`config.mk`:
```
export PLATFORM = sky130hd
export DESIGN_NAME = breakout_ball_ctrl
export DESIGN_NICKNAME = d
export VERILOG_FILES = /design/src/rtl/breakout_ball_ctrl.sv
export SDC_FILE = /design/constraint.sdc
export NUM_CORES = 1
export LEC_CHECK = 0
export ABC_AREA = 1
export BUFFER_PORTS_ARGS = -buffer_cell sky130_fd_sc_hd__buf_4
export CORE_MARGIN = 3
export CORE_UTILIZATION = 40
export DETAILED_ROUTE_END_ITERATION = 6
export SLEW_MARGIN = 30
export SYNTH_ARGS = -nofsm -noshare
export SYNTH_HDL_FRONTEND = slang
export SYNTH_SLANG_ARGS = --single-unit
```
`constraint.sdc`:
```
create_clock -name clk -period 3.34 [get_ports clk]
set_input_delay 0 -clock clk [delete_from_list [all_inputs] [get_ports clk]]
set_output_delay 0 -clock clk [all_outputs]
set_load 0.005 [all_outputs]
```
`src/rtl/breakout_ball_ctrl.sv`:
```
// breakout_ball_ctrl: ball motion and game-state engine for the breakout
// playfield. Moves the ball once per frame (at end of frame), bounces it off
// whatever the playfield reports as drawn under the four edge probes, counts
// bricks and lives, and drives the brick hit / wall restore strobes.
//
// Ports:
//   clk, reset          pixel clock, synchronous active-high reset
//   CounterX/CounterY   current raster position
//   PaddleX             paddle left edge (serve reference)
//   launch              serve / restart request (level)
//   DrawBorder/Paddle/Brick  playfield draw flags, one cycle late
//   BrickHit_acq        brick destroyed, one cycle after BrickHit_now
//   ballX/ballY         ball top-left corner
//   BrickHit_now        ball covers the current pixel (PLAY only)
//   RestoreBrickwall    rebuild-wall strobe, high for one full frame
//   bricks_left, lives, game_over  game status
//
// Optional feature: define BREAKOUT_SPEEDUP_EN to move at 2 px/frame once
// 64 bricks have been cleared.
module breakout_ball_ctrl #(
  parameter int H_DRAW    = 640,
  parameter int V_DRAW    = 480,
  parameter int BALL_SIZE = 16,
  parameter int SERVE_Y   = 418,
  parameter int MISS_Y    = 440,
  parameter int BRICKS    = 133,
  parameter int LIVES     = 3
) (
  input  logic       clk,
  input  logic       reset,
  input  logic [9:0] CounterX,
  input  logic [8:0] CounterY,
  input  logic [9:0] PaddleX,
  input  logic       launch,
  input  logic       DrawBorder,
  input  logic       DrawPaddle,
  input  logic       DrawBrick,
  input  logic       BrickHit_acq,
  output logic [9:0] ballX,
  output logic [8:0] ballY,
  output logic       BrickHit_now,
  output logic       RestoreBrickwall,
  output logic [7:0] bricks_left,
  output logic [1:0] lives,
  output logic       game_over
);

  localparam logic [9:0]  RST_X    = 10'(H_DRAW / 2 - BALL_SIZE / 2);
  localparam logic [8:0]  SRV_Y    = 9'(SERVE_Y);
  localparam logic [8:0]  LOST_Y   = 9'(MISS_Y);
  localparam logic [8:0]  EOF_Y    = 9'(V_DRAW);
  localparam logic [9:0]  SERVE_DX = 10'd24;
  localparam logic [10:0] EDGE_X   = 11'(BALL_SIZE - 1);
  localparam logic [9:0]  EDGE_Y   = 10'(BALL_SIZE - 1);
  localparam logic [10:0] MID_LO_X = 11'(BALL_SIZE / 4);
  localparam logic [10:0] MID_HI_X = 11'(BALL_SIZE - BALL_SIZE / 4 - 1);
  localparam logic [9:0]  MID_LO_Y = 10'(BALL_SIZE / 4);
  localparam logic [9:0]  MID_HI_Y = 10'(BALL_SIZE - BALL_SIZE / 4 - 1);
  localparam logic [7:0]  BRICKS_N = 8'(BRICKS);
  localparam logic [1:0]  LIVES_N  = 2'(LIVES);

  typedef enum logic [1:0] {
    ST_RESTORE,
    ST_SERVE,
    ST_PLAY,
    ST_GAMEOVER
  } state_t;

  state_t     state_q, state_d;
  logic [9:0] ball_x_q, ball_x_d;
  logic [8:0] ball_y_q, ball_y_d;
  // dir_x: 1 = right, dir_y: 1 = up
  logic       dir_x_q, dir_x_d;
  logic       dir_y_q, dir_y_d;
  logic       restore_q, restore_d;
  logic [7:0] bricks_q, bricks_d;
  logic [1:0] lives_q, lives_d;
  logic       game_over_q, game_over_d;
  logic       hit_l_q, hit_l_d;
  logic       hit_r_q, hit_r_d;
  logic       hit_t_q, hit_t_d;
  logic       hit_b_q, hit_b_d;
  logic [9:0] cx_dly_q;
  logic [8:0] cy_dly_q;

  logic        fs, eof;
  logic [10:0] bx_w, cx_w, cxd_w;
  logic [9:0]  by_w, cy_w, cyd_w;
  logic        obstacle, row_mid, col_mid;
  logic        probe_l, probe_r, probe_t, probe_b;
  logic        in_x, in_y;
  logic [9:0]  step_x;
  logic [8:0]  step_y;
  logic        dir_x_nx, dir_y_nx;

  assign fs  = (CounterX == 10'd0) && (CounterY == 9'd0);
  assign eof = (CounterX == 10'd0) && (CounterY == EOF_Y);

  // Geometry is compared one bit wider so ball+15 never wraps back
  // onto low coordinates.
  assign bx_w  = {1'b0, ball_x_q};
  assign by_w  = {1'b0, ball_y_q};
  assign cx_w  = {1'b0, CounterX};
  assign cy_w  = {1'b0, CounterY};
  assign cxd_w = {1'b0, cx_dly_q};
  assign cyd_w = {1'b0, cy_dly_q};

  assign obstacle = DrawBorder | DrawPaddle | DrawBrick;
  assign row_mid  = (cyd_w >= by_w + MID_LO_Y) && (cyd_w <= by_w + MID_HI_Y);
  assign col_mid  = (cxd_w >= bx_w + MID_LO_X) && (cxd_w <= bx_w + MID_HI_X);
  assign probe_l  = obstacle && (cxd_w == bx_w) && row_mid;
  assign probe_r  = obstacle && (cxd_w == bx_w + EDGE_X) && row_mid;
  assign probe_t  = obstacle && (cyd_w == by_w) && col_mid;
  assign probe_b  = obstacle && (cyd_w == by_w + EDGE_Y) && col_mid;

  assign in_x = (cx_w >= bx_w) && (cx_w <= bx_w + EDGE_X);
  assign in_y = (cy_w >= by_w) && (cy_w <= by_w + EDGE_Y);
  assign BrickHit_now = (state_q == ST_PLAY) && in_x && in_y;

`ifdef BREAKOUT_SPEEDUP_EN
  localparam logic [7:0] FAST_AT = 8'(BRICKS - 64);
  // bricks_left is reloaded on the wall rebuild, so speed drops back to 1
  assign step_x = (bricks_q <= FAST_AT) ? 10'd2 : 10'd1;
  assign step_y = (bricks_q <= FAST_AT) ? 9'd2 : 9'd1;
`else
  assign step_x = 10'd1;
  assign step_y = 9'd1;
`endif

  // Bounce only toward the side we are travelling; opposite-side hits
  // in the same frame cancel out.
  always_comb begin
    dir_x_nx = dir_x_q;
    dir_y_nx = dir_y_q;
    if (!(hit_l_q && hit_r_q)) begin
      if (hit_l_q && !dir_x_q) dir_x_nx = 1'b1;
      else if (hit_r_q && dir_x_q) dir_x_nx = 1'b0;
    end
    if (!(hit_t_q && hit_b_q)) begin
      if (hit_t_q && dir_y_q) dir_y_nx = 1'b0;
      else if (hit_b_q && !dir_y_q) dir_y_nx = 1'b1;
    end
  end

  always_comb begin
    state_d     = state_q;
    ball_x_d    = ball_x_q;
    ball_y_d    = ball_y_q;
    dir_x_d     = dir_x_q;
    dir_y_d     = dir_y_q;
    restore_d   = restore_q;
    bricks_d    = bricks_q;
    lives_d     = lives_q;
    game_over_d = game_over_q;

    if (eof) begin
      hit_l_d = 1'b0;
      hit_r_d = 1'b0;
      hit_t_d = 1'b0;
      hit_b_d = 1'b0;
    end else begin
      hit_l_d = hit_l_q | probe_l;
      hit_r_d = hit_r_q | probe_r;
      hit_t_d = hit_t_q | probe_t;
      hit_b_d = hit_b_q | probe_b;
    end

    if (BrickHit_acq && (bricks_q != 8'd0)) bricks_d = bricks_q - 8'd1;

    unique case (state_q)
      ST_RESTORE: begin
        // first FS raises the strobe, the following FS ends the sweep
        if (fs) begin
          if (!restore_q) begin
            restore_d = 1'b1;
          end else begin
            restore_d = 1'b0;
            bricks_d  = BRICKS_N;
            state_d   = ST_SERVE;
          end
        end
      end
      ST_SERVE: begin
        if (eof) begin
          ball_x_d = PaddleX + SERVE_DX;
          ball_y_d = SRV_Y;
          dir_y_d  = 1'b1;
          if (launch) state_d = ST_PLAY;
        end
      end
      ST_PLAY: begin
        if (eof) begin
          if (bricks_q == 8'd0) begin
            state_d  = ST_RESTORE;
            ball_x_d = PaddleX + SERVE_DX;
            ball_y_d = SRV_Y;
            dir_y_d  = 1'b1;
          end else if (ball_y_q >= LOST_Y) begin
            lives_d = lives_q - 2'd1;
            if (lives_q == 2'd1) begin
              state_d     = ST_GAMEOVER;
              game_over_d = 1'b1;
            end else begin
              state_d = ST_SERVE;
            end
          end else begin
            dir_x_d  = dir_x_nx;
            dir_y_d  = dir_y_nx;
            ball_x_d = dir_x_nx ? ball_x_q + step_x : ball_x_q - step_x;
            ball_y_d = dir_y_nx ? ball_y_q - step_y : ball_y_q + step_y;
          end
        end
      end
      ST_GAMEOVER: begin
        if (eof && launch) begin
          lives_d     = LIVES_N;
          game_over_d = 1'b0;
          state_d     = ST_RESTORE;
        end
      end
      default: state_d = ST_RESTORE;
    endcase
  end

  always_ff @(posedge clk) begin
    if (reset) begin
      state_q     <= ST_RESTORE;
      ball_x_q    <= RST_X;
      ball_y_q    <= SRV_Y;
      dir_x_q     <= 1'b1;
      dir_y_q     <= 1'b1;
      restore_q   <= 1'b0;
      bricks_q    <= BRICKS_N;
      lives_q     <= LIVES_N;
      game_over_q <= 1'b0;
      hit_l_q     <= 1'b0;
      hit_r_q     <= 1'b0;
      hit_t_q     <= 1'b0;
      hit_b_q     <= 1'b0;
      cx_dly_q    <= 10'd0;
      cy_dly_q    <= 9'd0;
    end else begin
      state_q     <= state_d;
      ball_x_q    <= ball_x_d;
      ball_y_q    <= ball_y_d;
      dir_x_q     <= dir_x_d;
      dir_y_q     <= dir_y_d;
      restore_q   <= restore_d;
      bricks_q    <= bricks_d;
      lives_q     <= lives_d;
      game_over_q <= game_over_d;
      hit_l_q     <= hit_l_d;
      hit_r_q     <= hit_r_d;
      hit_t_q     <= hit_t_d;
      hit_b_q     <= hit_b_d;
      cx_dly_q    <= CounterX;
      cy_dly_q    <= CounterY;
    end
  end

  assign ballX            = ball_x_q;
  assign ballY            = ball_y_q;
  assign RestoreBrickwall = restore_q;
  assign bricks_left      = bricks_q;
  assign lives            = lives_q;
  assign game_over        = game_over_q;

endmodule

```
==> flow_summary.yaml <==
status:
  outcome: "finished, final reports clean"
timing:
  whs_ns: 0.04855
  timing_hold_violations_final: 0
  tns_ns: 0
  worstMarginPinSlew_ns: 0.7053
  rsz0062_at_grt: "false"
  clock.fmax_mhz: 328.9
  fin_crit_ns: 3.040
  final.period_utilization: 0.9103
  finalSetupViolCount: 0
  slew_viol_final: 0
  finClkSkew_ns: 0.007029
  slew_headroom: 0.5248
cts:
  htreeDepth: 3
  postCtsSetupBuffers: 0
  clkTransAtPathRegs_ns: 0.05
  cts_made_buffers: 9
  cts_tree: "done"
  cts_buffer_depth: 2
  cts_num_sinks: 58
  cts_root_buf: "clkbuf_16"
  worstSkewPairLatency_ns: 0.33
synth:
  synth_seq_cells: 58
  syn_inst: 972
  yosysWarnings: 0
  synthFlopType: "dfxtp_1"
  synth_cell_type_count: 49
  synth_seq_area_share: 0.1790
  synth_edf_count: 0
  synth.cell_area_um2: 6487
  avgSynthCellArea_um2: 6.674
  async_flop_share: 0
  syn_nets: 1121
min_path:
  hold_path_class: "in2reg"
routing:
  vias_per_cell: 5.056
  first_pass_iters: 5
  drc: 0
  vias: 6467
  wire_per_inst_um: 14.38
  ant_nets: 0
  drt_iter0_drc: 305
  drt-total-wl_mm: 18.40
power:
  power_switching_mw: 2.050
  clkPwrFrac: 0.228
  leakage_nw: 3.859
  vdd_drop_max_uv: 243.7
  switching_share: 0.4519
  p_seq_frac: 0.201
  combPwrFrac: 0.572
  cell_internal_pwr_mw: 2.487
  powerDensity_nw_per_um2: 583.7
global_route:
  grt_max_degree: 31
  grt_pass1_wl_mm: 30.05
  overflow: 0
  antenna_found_initial: 0
  grt_pass1_vias: 5972
  grt_use_total: 0.2067
worst_setup_path:
  max_stage_delay_ns: 0.48
  start_kind: "register"
  critPathBufInv: 4
  crit_arrival_ns: 3.04
  cp.required_ns: 3.34
  path_delay_family: "simple AND/OR/NAND/NOR gates"
  critPathMaxFanout: 5
  path_class: "reg2out"
  cp_cell_sequence: "inv_2, ha_1, inv_1, nand2_1, nand2_2, nand2_2, inv_1, nand2_1, nand2_1, nand2_1, ha_1, nand3_1, or4_1, nand3_1, nand3_1, nor2_1, buf_4"
  path_common_cell: "nand2_1"
  cpMaxStageDelayCell: "or4_1"
  endpoint_kind: "primary output"
final_layout:
  area_growth_pct: 19.83
  fillers: 1621
  final_cell_mix: "201 x nand2_1, 119 x inv_1, 113 x nor2_1"
  layout_commonest_cell: "nand2_1"
  diodes: 0
  postLayoutCoreUtil: 0.5002
  layout-drive-gt1-share: 0.1236
  fin_area_um2: 7774
  nets: 1212
die:
  rows: 45
  dieHeight_um: 133.4
  start_util: 0.4175
  io_pins: 68
  core_um2: 15540
  die_w_um: 133.4
  dieArea_um2: 17780
placed_design:
  gp_congestion: 0.8836
  placed_area_um2: 7244
  port_buffers: 67
  dp_hpwl_mm: 14.75
job:
  cap_viol_max_count: 0
-- tightest hold or removal path: cells and delay by family --
kind / cells / cell delay (ns)
compound gates: 2 / 0.18
buf+inv: 1 / 0.09
simple gates: 1 / 0.05
-- synthesized netlist by cell type, types with 2 or more instances --
master     count  share of area
xnor2_1       11          0.015
o21ai_0       45          0.035
buf_4          5         0.0058
o2111ai_1      2         0.0027
nand2_2        3         0.0029
nand3_2        2         0.0031
fa_1           2         0.0062
o21a_1         3         0.0035
o21ai_2        2         0.0027
nand2_1      203           0.12
clkbuf_1       2         0.0012
o22ai_1        3         0.0029
o21ai_1        6         0.0046
o21bai_1       2         0.0023
nor2_1       113          0.065
inv_2          7         0.0041
or2_2          3         0.0029
inv_1        120          0.069
nand3_1       63          0.049
buf_2         10         0.0077
ha_1         111           0.21
and3_1         2         0.0019
nor3_1        15          0.012
xor2_1        47          0.063
nand3b_1       5         0.0058
a21oi_1       70          0.054
dfxtp_1       58           0.18
nand4_1       22          0.021
o211ai_1       5         0.0058
nor2_2         3         0.0029
nor2_4         3         0.0052
a211oi_1       2         0.0023
a21o_1         6         0.0069
-- registers in the layout (all words and copies together), names as in the netlist, 2 cells and up --
signal / cells
ballY: 9
cy_dly_q: 9
cx_dly_q: 10
ballX: 10
bricks_left: 8
state_q: 2
lives: 2
-- per-layer routing --
metal / wire, um / track usage
met1: 9049 / 0.3009
met2: 8218 / 0.3251
met5: 0 / 0
met4: 200 / 0.04743
met3: 929 / 0.02719
-- layout make-up --
cell class                 instances  area [um^2]  share of cell area
clock buffer                      12        256.5             0.03300
clock inverter                     4        73.82            0.009496
inverter                         127        476.7             0.06132
multi-input combinational        767         4740              0.6097
sequential                        58         1165              0.1498
tap                              211        264.0             0.03396
timing repair buffer             100        798.3              0.1027
-- logic make-up (layout without fill, tap and decap cells) --
family | after synthesis | after routing | share of synthesized area
AO/OA/AOI/OAI | 150 | 150 | 0.1277
adder cells (fa/ha/maj) | 113 | 113 | 0.2203
buffers and inverters | 147 | 243 | 0.09123
XOR/XNOR | 58 | 58 | 0.07830
flip-flops | 58 | 58 | 0.1790
AND/OR/NAND/NOR | 446 | 446 | 0.3036
-- final timing paths --
kind                                            start                    end  slack, ns  cells after the start
worst max-delay path            ballX[1]$_SDFFE_PP0P_           BrickHit_now       0.30                     17
worst max register to register  ballX[1]$_SDFFE_PP0P_     hit_b_q$_SDFF_PP0_       0.65                     17
worst min-delay path                       PaddleX[3]  ballX[3]$_SDFFE_PP1P_       0.05                      4
worst min register to register     hit_t_q$_SDFF_PP0_     hit_t_q$_SDFF_PP0_       0.46                      2
-- metrics by stage --
| stage | cells | worst slack [ns] | power (mW) |
|---|---|---|---|
| 6_report | 1279 | 0.2997 | 4.537 |
| 5_1_grt | 1279 | 0.01100 | 4.966 |
| 4_1_cts | 1279 | 0.09869 | 4.521 |
| 3_5_place_dp | 1244 | 0.4710 | 3.446 |
| 3_3_place_gp | 1244 | 0.5759 | 3.434 |
| 2_1_floorplan | 972 | 0.8566 | 2.741 |
-- power groups by stage --
| stage | Sequential [mW] | Clock, mW | Combinational [mW] |
|---|---|---|---|
| 2_1_floorplan | 0.884 | 0 | 1.86 |
| 3_3_place_gp | 0.920 | 0 | 2.51 |
| 3_5_place_dp | 0.921 | 0 | 2.52 |
| 4_1_cts | 0.906 | 1.05 | 2.56 |
| 5_1_grt | 0.922 | 1.09 | 2.96 |
| 6_report | 0.910 | 1.03 | 2.59 |
-- what timing repair did --
action                                 in CTS  in global routing
gates resized for setup                     0                  6
hold buffers                               19                  0
endpoints found under the hold margin      19                  0
setup endpoints to repair                   0                  1
No activity file was read; power rests on OpenSTA's default activity.
